## src/rtl/dmem_arb_pkg.sv

```systemverilog
`default_nettype none
// ============================================================================
// dmem_arb_pkg : shared types and constants for the data-memory arbiter
// Revision     : 1.0
// ============================================================================
package dmem_arb_pkg;

   typedef enum logic [1:0] {
      IDLE   = 2'd0,
      ACCESS = 2'd1,
      RESP   = 2'd2
   } arb_state_t;

   typedef enum logic {
      OWN_CORE = 1'b0,
      OWN_DMA  = 1'b1
   } owner_t;

   localparam int CNT_W = 16;

   function automatic logic [CNT_W-1:0] sat_inc(input logic [CNT_W-1:0] v);
      return (&v) ? v : v + 1'b1;
   endfunction

endpackage
`default_nettype wire

```

## src/rtl/dmem_arbiter_if.sv

```systemverilog
`default_nettype none
// ============================================================================
// dmem_arbiter_if : request/ready memory access port (requester = master)
// Revision        : 1.0
// ============================================================================
interface dmem_arbiter_if #(
   parameter int AW = 32,
   parameter int DW = 32
) ();
   logic          req;
   logic          we;
   logic [AW-1:0] addr;
   logic [DW-1:0] wdata;
   logic [DW-1:0] rdata;
   logic          ready;

   modport master (output req, we, addr, wdata, input rdata, ready);
   modport slave  (input req, we, addr, wdata, output rdata, ready);
endinterface
`default_nettype wire

```

## src/rtl/dmem_arbiter_rr_pick2.sv

```systemverilog
`default_nettype none
// ============================================================================
// rr_pick2 : combinational two-way round-robin pick (core vs. DMA)
// Revision : 1.0
// ============================================================================
module rr_pick2
   import dmem_arb_pkg::*;
(
   input  wire logic i_core_req,
   input  wire logic i_dma_req,
   input  owner_t    i_last_grant,
   output logic      o_valid,
   output owner_t    o_pick
);

   always_comb begin
      o_valid = i_core_req | i_dma_req;
      if (i_core_req && i_dma_req) begin
         // On a tie the port that was not served last wins.
         o_pick = (i_last_grant == OWN_CORE) ? OWN_DMA : OWN_CORE;
      end else if (i_dma_req) begin
         o_pick = OWN_DMA;
      end else begin
         o_pick = OWN_CORE;
      end
   end

endmodule
`default_nettype wire

```

## src/rtl/dmem_arbiter.sv

```systemverilog
`default_nettype none
// ============================================================================
// dmem_arbiter : shares one data memory between core and DMA ports.
//                Optional grant counters under DMEM_ARB_STATS_EN.
// Revision     : 1.0
// ============================================================================
module dmem_arbiter
   import dmem_arb_pkg::*;
#(
   parameter int AW = 32,
   parameter int DW = 32
) (
   input  wire logic          clk,
   input  wire logic          reset,
   dmem_arbiter_if.slave      core,
   dmem_arbiter_if.slave      dma,
   output logic               mem_rd_en,
   output logic               mem_wr_en,
   output logic [AW-1:0]      mem_addr,
   output logic [DW-1:0]      mem_wdata,
   input  wire logic [DW-1:0] mem_rdata
`ifdef DMEM_ARB_STATS_EN
   ,
   output logic [CNT_W-1:0]   core_grants,
   output logic [CNT_W-1:0]   dma_grants
`endif
);

   arb_state_t    r_state;
   arb_state_t    w_state_nxt;
   owner_t        r_owner;
   owner_t        r_last_grant;
   owner_t        w_pick;
   logic          w_pick_valid;
   logic          w_grant;
   logic          r_we;
   logic [AW-1:0] r_addr;
   logic [DW-1:0] r_wdata;
   logic [DW-1:0] r_rdata;

   rr_pick2 u_pick (
      .i_core_req   (core.req),
      .i_dma_req    (dma.req),
      .i_last_grant (r_last_grant),
      .o_valid      (w_pick_valid),
      .o_pick       (w_pick)
   );

   assign w_grant = (r_state == IDLE) && w_pick_valid;

   always_ff @(posedge clk) begin
      if (reset) begin
         r_state <= IDLE;
      end else begin
         r_state <= w_state_nxt;
      end
   end

   always_comb begin
      w_state_nxt = r_state;
      case (r_state)
         IDLE:    if (w_pick_valid) w_state_nxt = ACCESS;
         ACCESS:  w_state_nxt = RESP;
         RESP:    w_state_nxt = IDLE;
         default: w_state_nxt = IDLE;
      endcase
   end

   always_ff @(posedge clk) begin
      if (reset) begin
         r_owner      <= OWN_CORE;
         r_last_grant <= OWN_DMA;
         r_we         <= 1'b0;
         r_addr       <= '0;
         r_wdata      <= '0;
         r_rdata      <= '0;
      end else begin
         if (w_grant) begin
            r_owner      <= w_pick;
            r_last_grant <= w_pick;
            if (w_pick == OWN_CORE) begin
               r_we    <= core.we;
               r_addr  <= core.addr;
               r_wdata <= core.wdata;
            end else begin
               r_we    <= dma.we;
               r_addr  <= dma.addr;
               r_wdata <= dma.wdata;
            end
         end
         if (r_state == ACCESS) begin
            r_rdata <= mem_rdata;
         end
      end
   end

   always_comb begin
      mem_rd_en  = 1'b0;
      mem_wr_en  = 1'b0;
      mem_addr   = '0;
      mem_wdata  = '0;
      core.ready = 1'b0;
      core.rdata = '0;
      dma.ready  = 1'b0;
      dma.rdata  = '0;
      case (r_state)
         ACCESS: begin
            mem_rd_en = ~r_we;
            mem_wr_en = r_we;
            mem_addr  = r_addr;
            mem_wdata = r_wdata;
         end
         RESP: begin
            if (r_owner == OWN_CORE) begin
               core.ready = 1'b1;
               core.rdata = r_rdata;
            end else begin
               dma.ready = 1'b1;
               dma.rdata = r_rdata;
            end
         end
         default: ;
      endcase
   end

`ifdef DMEM_ARB_STATS_EN
   logic [CNT_W-1:0] r_core_grants;
   logic [CNT_W-1:0] r_dma_grants;

   always_ff @(posedge clk) begin
      if (reset) begin
         r_core_grants <= '0;
         r_dma_grants  <= '0;
      end else if (w_grant) begin
         if (w_pick == OWN_CORE) begin
            r_core_grants <= sat_inc(r_core_grants);
         end else begin
            r_dma_grants <= sat_inc(r_dma_grants);
         end
      end
   end

   assign core_grants = r_core_grants;
   assign dma_grants  = r_dma_grants;
`endif

   // A requester must hold req from grant through its ready cycle.
   a_core_req_held: assert property (@(posedge clk) disable iff (reset)
      (r_state != IDLE && r_owner == OWN_CORE) |-> core.req);
   a_dma_req_held: assert property (@(posedge clk) disable iff (reset)
      (r_state != IDLE && r_owner == OWN_DMA) |-> dma.req);

endmodule
`default_nettype wire

```

## src/flat_wrapper.sv

```systemverilog
// flat-port wrapper written by rule: the top's interface ports become plain ports
module dmem_arbiter_flat import dmem_arb_pkg::*;
#(
   parameter int AW = 32,
   parameter int DW = 32
)
  (clk, reset, mem_rd_en, mem_wr_en, mem_addr, mem_wdata, mem_rdata, core_req, core_we, core_addr, core_wdata, core_rdata, core_ready, dma_req, dma_we, dma_addr, dma_wdata, dma_rdata, dma_ready);
  dmem_arbiter_if #(.AW(AW), .DW(DW)) core_i ();
  dmem_arbiter_if #(.AW(AW), .DW(DW)) dma_i ();
  input  wire logic clk;
  input  wire logic reset;
  output logic mem_rd_en;
  output logic mem_wr_en;
  output logic [AW-1:0] mem_addr;
  output logic [DW-1:0] mem_wdata;
  input  wire logic [DW-1:0] mem_rdata;
  input wire logic [$bits(core_i.req)-1:0] core_req;
  input wire logic [$bits(core_i.we)-1:0] core_we;
  input wire logic [$bits(core_i.addr)-1:0] core_addr;
  input wire logic [$bits(core_i.wdata)-1:0] core_wdata;
  output wire logic [$bits(core_i.rdata)-1:0] core_rdata;
  output wire logic [$bits(core_i.ready)-1:0] core_ready;
  input wire logic [$bits(dma_i.req)-1:0] dma_req;
  input wire logic [$bits(dma_i.we)-1:0] dma_we;
  input wire logic [$bits(dma_i.addr)-1:0] dma_addr;
  input wire logic [$bits(dma_i.wdata)-1:0] dma_wdata;
  output wire logic [$bits(dma_i.rdata)-1:0] dma_rdata;
  output wire logic [$bits(dma_i.ready)-1:0] dma_ready;
  assign core_i.req = core_req;
  assign core_i.we = core_we;
  assign core_i.addr = core_addr;
  assign core_i.wdata = core_wdata;
  assign core_rdata = core_i.rdata;
  assign core_ready = core_i.ready;
  assign dma_i.req = dma_req;
  assign dma_i.we = dma_we;
  assign dma_i.addr = dma_addr;
  assign dma_i.wdata = dma_wdata;
  assign dma_rdata = dma_i.rdata;
  assign dma_ready = dma_i.ready;
  dmem_arbiter #(.AW(AW), .DW(DW)) u_core (.clk(clk), .reset(reset), .core(core_i), .dma(dma_i), .mem_rd_en(mem_rd_en), .mem_wr_en(mem_wr_en), .mem_addr(mem_addr), .mem_wdata(mem_wdata), .mem_rdata(mem_rdata));
endmodule
```

## config.mk

```make
export PLATFORM = sky130hd
export DESIGN_NAME = dmem_arbiter_flat
export DESIGN_NICKNAME = d
export VERILOG_FILES = /design/src/rtl/dmem_arb_pkg.sv /design/src/rtl/dmem_arbiter_if.sv /design/src/rtl/dmem_arbiter_rr_pick2.sv /design/src/rtl/dmem_arbiter.sv /design/src/flat_wrapper.sv
export SDC_FILE = /design/constraint.sdc
export NUM_CORES = 1
export LEC_CHECK = 0
export ABC_CLOCK_PERIOD_IN_PS = 2800
export CORE_AREA = 2 2 116 118
export CTS_CLUSTER_DIAMETER = 100
export CTS_CLUSTER_SIZE = 28
export DETAILED_ROUTE_END_ITERATION = 7
export DIE_AREA = 0 0 118 120
export GPL_ROUTABILITY_DRIVEN = 0
export GPL_TIMING_DRIVEN = 0
export HOLD_SLACK_MARGIN = 0.02
export PLACE_DENSITY = 0.94
export SYNTH_ARGS = -nofsm -noshare
export SYNTH_HDL_FRONTEND = slang
export SYNTH_SLANG_ARGS = --single-unit
```

## constraint.sdc

```tcl
create_clock -name clk -period 2.8 [get_ports clk]
set_input_delay 0.56 -clock clk [delete_from_list [all_inputs] [get_ports clk]]
set_output_delay 0.56 -clock clk [all_outputs]
set_load 0.02 [all_outputs]
```

==> run_results.csv <==
group,metric,value,unit
timing,worst_pin_slew,0.7406,ns
clocking,holdBufCountCts,0,
detailed_routing,drt_first_iter_violations,335,
detailed_routing,avgViaCountPerCell,5.134,
hold_path,min_path_type,"flop to flop",
yosys,syn_nets,838,
grt,antenna_found_initial,1,
setup_path,worst-path-buf-inv,2,
finish,mostFrequentLayoutCells,"clkdlybuf4s50_1, nand2_1, and2_1",
setup_path,cp.required,2.24,ns
clocking,cts.sinks,101,
placed_design,pre_cts_slack,0.01592,ns
detailed_routing,route.detailed.drc,0,
die,fp.dieH,120,um
clocking,cts-resized-gates,11,
timing,layout_worst_path_cycle_share,96.65,%
die,start_util,40.83,%
finish,drive_above_1_share,9.878,%
timing,skew,0.006902,ns
power_and_ir_drop,p_clk_share,32.6,%
timing,slew_headroom,50.62,%
setup_path,critical-path-max-stage-delay,0.61,ns
placed_design,port-buffer-count,296,
timing,grt_setup_unrepaired,"yes",
die,die_x,118,um
yosys,ys_types,24,
die,core_area,12980,um^2
detailed_routing,ant_nets,0,
timing,layout_setup_ws,0.09383,ns
yosys,netlist_area,5300,um^2
setup_path,start_kind,"flop",
finish,nets,1143,
yosys,ys_seq_elements,101,
timing,period_minus_slack,2.706,ns
grt,grt_use_total,26.11,%
power_and_ir_drop,power.total,4.046,mW
status,outcome,"finished clean",
timing,fmax,0.3695,GHz
setup_path,cp.arrival,2.15,ns
clocking,clock_latency,0.34,ns
power_and_ir_drop,power.density,457.5,nW/um^2
grt,grt_max_degree,20,
die,rows,42,
run,drv_cap,0,
clocking,cts_setup_buffers,0,
power_and_ir_drop,p_switching,1.166,mW
detailed_routing,dr.pass1.iters,5,
finish,syn2layout_area_growth,66.88,%
clocking,cts_root_buf,"clkbuf_16",
die,die_area,14160,um^2
clocking,cts_buffer_depth,2,
setup_path,critPathKind,"flop to output port",
yosys,syn-mean-instance-area,7.887,um^2
clocking,tritoncts,"yes",
setup_path,endpoint_kind,"output port",
finish,final_common_cell,"clkdlybuf4s50_1",
clocking,htree_num_levels,3,
setup_path,crit_family,"buffers and inverters",
power_and_ir_drop,p_leak,3.452,nW
detailed_routing,vias,5950,
power_and_ir_drop,seqPwrFrac,41.0,%
placed_design,place_hpwl,14880,um
clocking,cts_made_buffers,9,
grt,gr-total-overflow,0,
setup_path,crit_chain,"and3b_1, clkbuf_1, and2_1, clkdlybuf4s50_1",
timing,finalSetupViolations,0,
setup_path,crit_path_top_delay_cell,"clkdlybuf4s50_1",
power_and_ir_drop,comb_power_share,26.4,%
grt,grt_pass1_vias,5965,
timing,drv_slew,0,
power_and_ir_drop,p_int,2.880,mW
detailed_routing,routed_wl,19060,um
grt,grt_pass1_wl,29640,um
power_and_ir_drop,p_sw_share,28.81,%
timing,hold_slack,0.4603,ns
yosys,yosysWarnings,0,
setup_path,cp_max_fo,10,
timing,finalHoldViolCount,0,
die,boundaryPins,298,
yosys,yosysSeqAreaShare,38.15,%
clocking,clk_pin_slew,0.07,ns
yosys,netlist_instances,672,
detailed_routing,wire_per_inst,16.44,um
placed_design,place_area,8483,um^2
timing,tns,0,ns
power_and_ir_drop,vdd_ir_drop_max,0.2759,mV
finish,design_area,8845,um^2
-- kinds of logic after synthesis --
| logic type | count (synthesis) | share of synthesized area, % |
|---|---|---|
| AO/OA/AOI/OAI | 168 | 25.35 |
| flip-flops | 101 | 38.15 |
| buffers and inverters | 68 | 6.138 |
| AND/OR/NAND/NOR | 335 | 30.36 |
-- cell usage after synthesis (all sizes together) --
| master | n | area, um^2 |
|---|---|---|
| and3 | 1 | 6.260 |
| and3b | 1 | 8.760 |
| clkbuf | 40 | 151.4 |
| or2 | 1 | 6.260 |
| a21oi | 99 | 495.5 |
| and2 | 130 | 815.8 |
| nor2b | 2 | 12.51 |
| a21bo | 2 | 20.02 |
| nand2b | 1 | 6.260 |
| nor2 | 3 | 13.77 |
| dfxtp | 101 | 2022 |
| o21bai | 1 | 7.510 |
| buf | 28 | 173.9 |
| a311oi | 65 | 813.3 |
| nand2 | 195 | 732.0 |
| a21boi | 1 | 7.510 |
| nor3b | 1 | 7.510 |
-- sequential cells by signal, summed over array words and instances, names as in the netlist --
signal,cells
u_core.r_rdata,32
u_core.r_last_grant,1
u_core.r_owner,1
u_core.r_state,2
u_core.r_we,1
u_core.r_addr,32
u_core.r_wdata,32
-- area by class of cell --
class                           instances  area (um^2)
Timing Repair Buffer                  296         2982
Tap cell                              176        220.2
Clock inverter                          3        42.54
Fill cell                            1061         4135
Buffer                                 66        340.3
Multi-Input combinational cell        503         2964
Sequential cell                       101         2023
Clock buffer                           13        270.3
Antenna cell                            1        2.502
-- worst paths after layout --
path	startpoint	endpoint	slack (ns)	cells past startpoint
hold reg to reg	u_core.r_rdata[23]$_SDFFE_PP0N_	u_core.r_rdata[23]$_SDFFE_PP0N_	0.46	2
setup / recovery	u_core.r_state[1]$_SDFFE_PP0P_	dma_rdata[30]	0.09	4
setup reg to reg	u_core.r_state[1]$_SDFFE_PP0P_	u_core.r_wdata[27]$_SDFFE_PP0P_	1.01	5
hold / removal	u_core.r_rdata[23]$_SDFFE_PP0N_	u_core.r_rdata[23]$_SDFFE_PP0N_	0.46	2
-- through the flow --
stage                     util, %  instances
final                       68.14       1159
after global placement      65.36       1144
after floorplan                 -        672
after detailed placement    65.36       1144
after global routing        68.14       1159
after CTS                   67.88       1159
-- layer usage --
layer / share of wire, % / wire length [um] / vias up / GRT usage, %
met4: 3.8 / 720 / 0 / 12.35
met5: 0 / 0 / - / 0
met3: 8.0 / 1530 / 55 / 6.797
met1: 37 / 7113 / 2723 / 27.69
met2: 51 / 9694 / 290 / 48.15
li1: - / - / 2882 / -
-- tightest hold or removal path, stage by stage, from the launching register on --
cell     delay, ns
dfxtp_1       0.31
nand2_1       0.05
a21oi_1       0.05
-- power by group through the flow --
stage                     clock (mW)  combinational, mW  sequential (mW)
final                           1.32               1.07             1.66
after global routing            1.39               1.15             1.67
after CTS                       1.33               1.07             1.66
after detailed placement           0               1.07             1.69
after global placement             0               1.04             1.68
after floorplan                    0              0.590             1.66
Note: power is estimated with default switching activity, not from simulation.
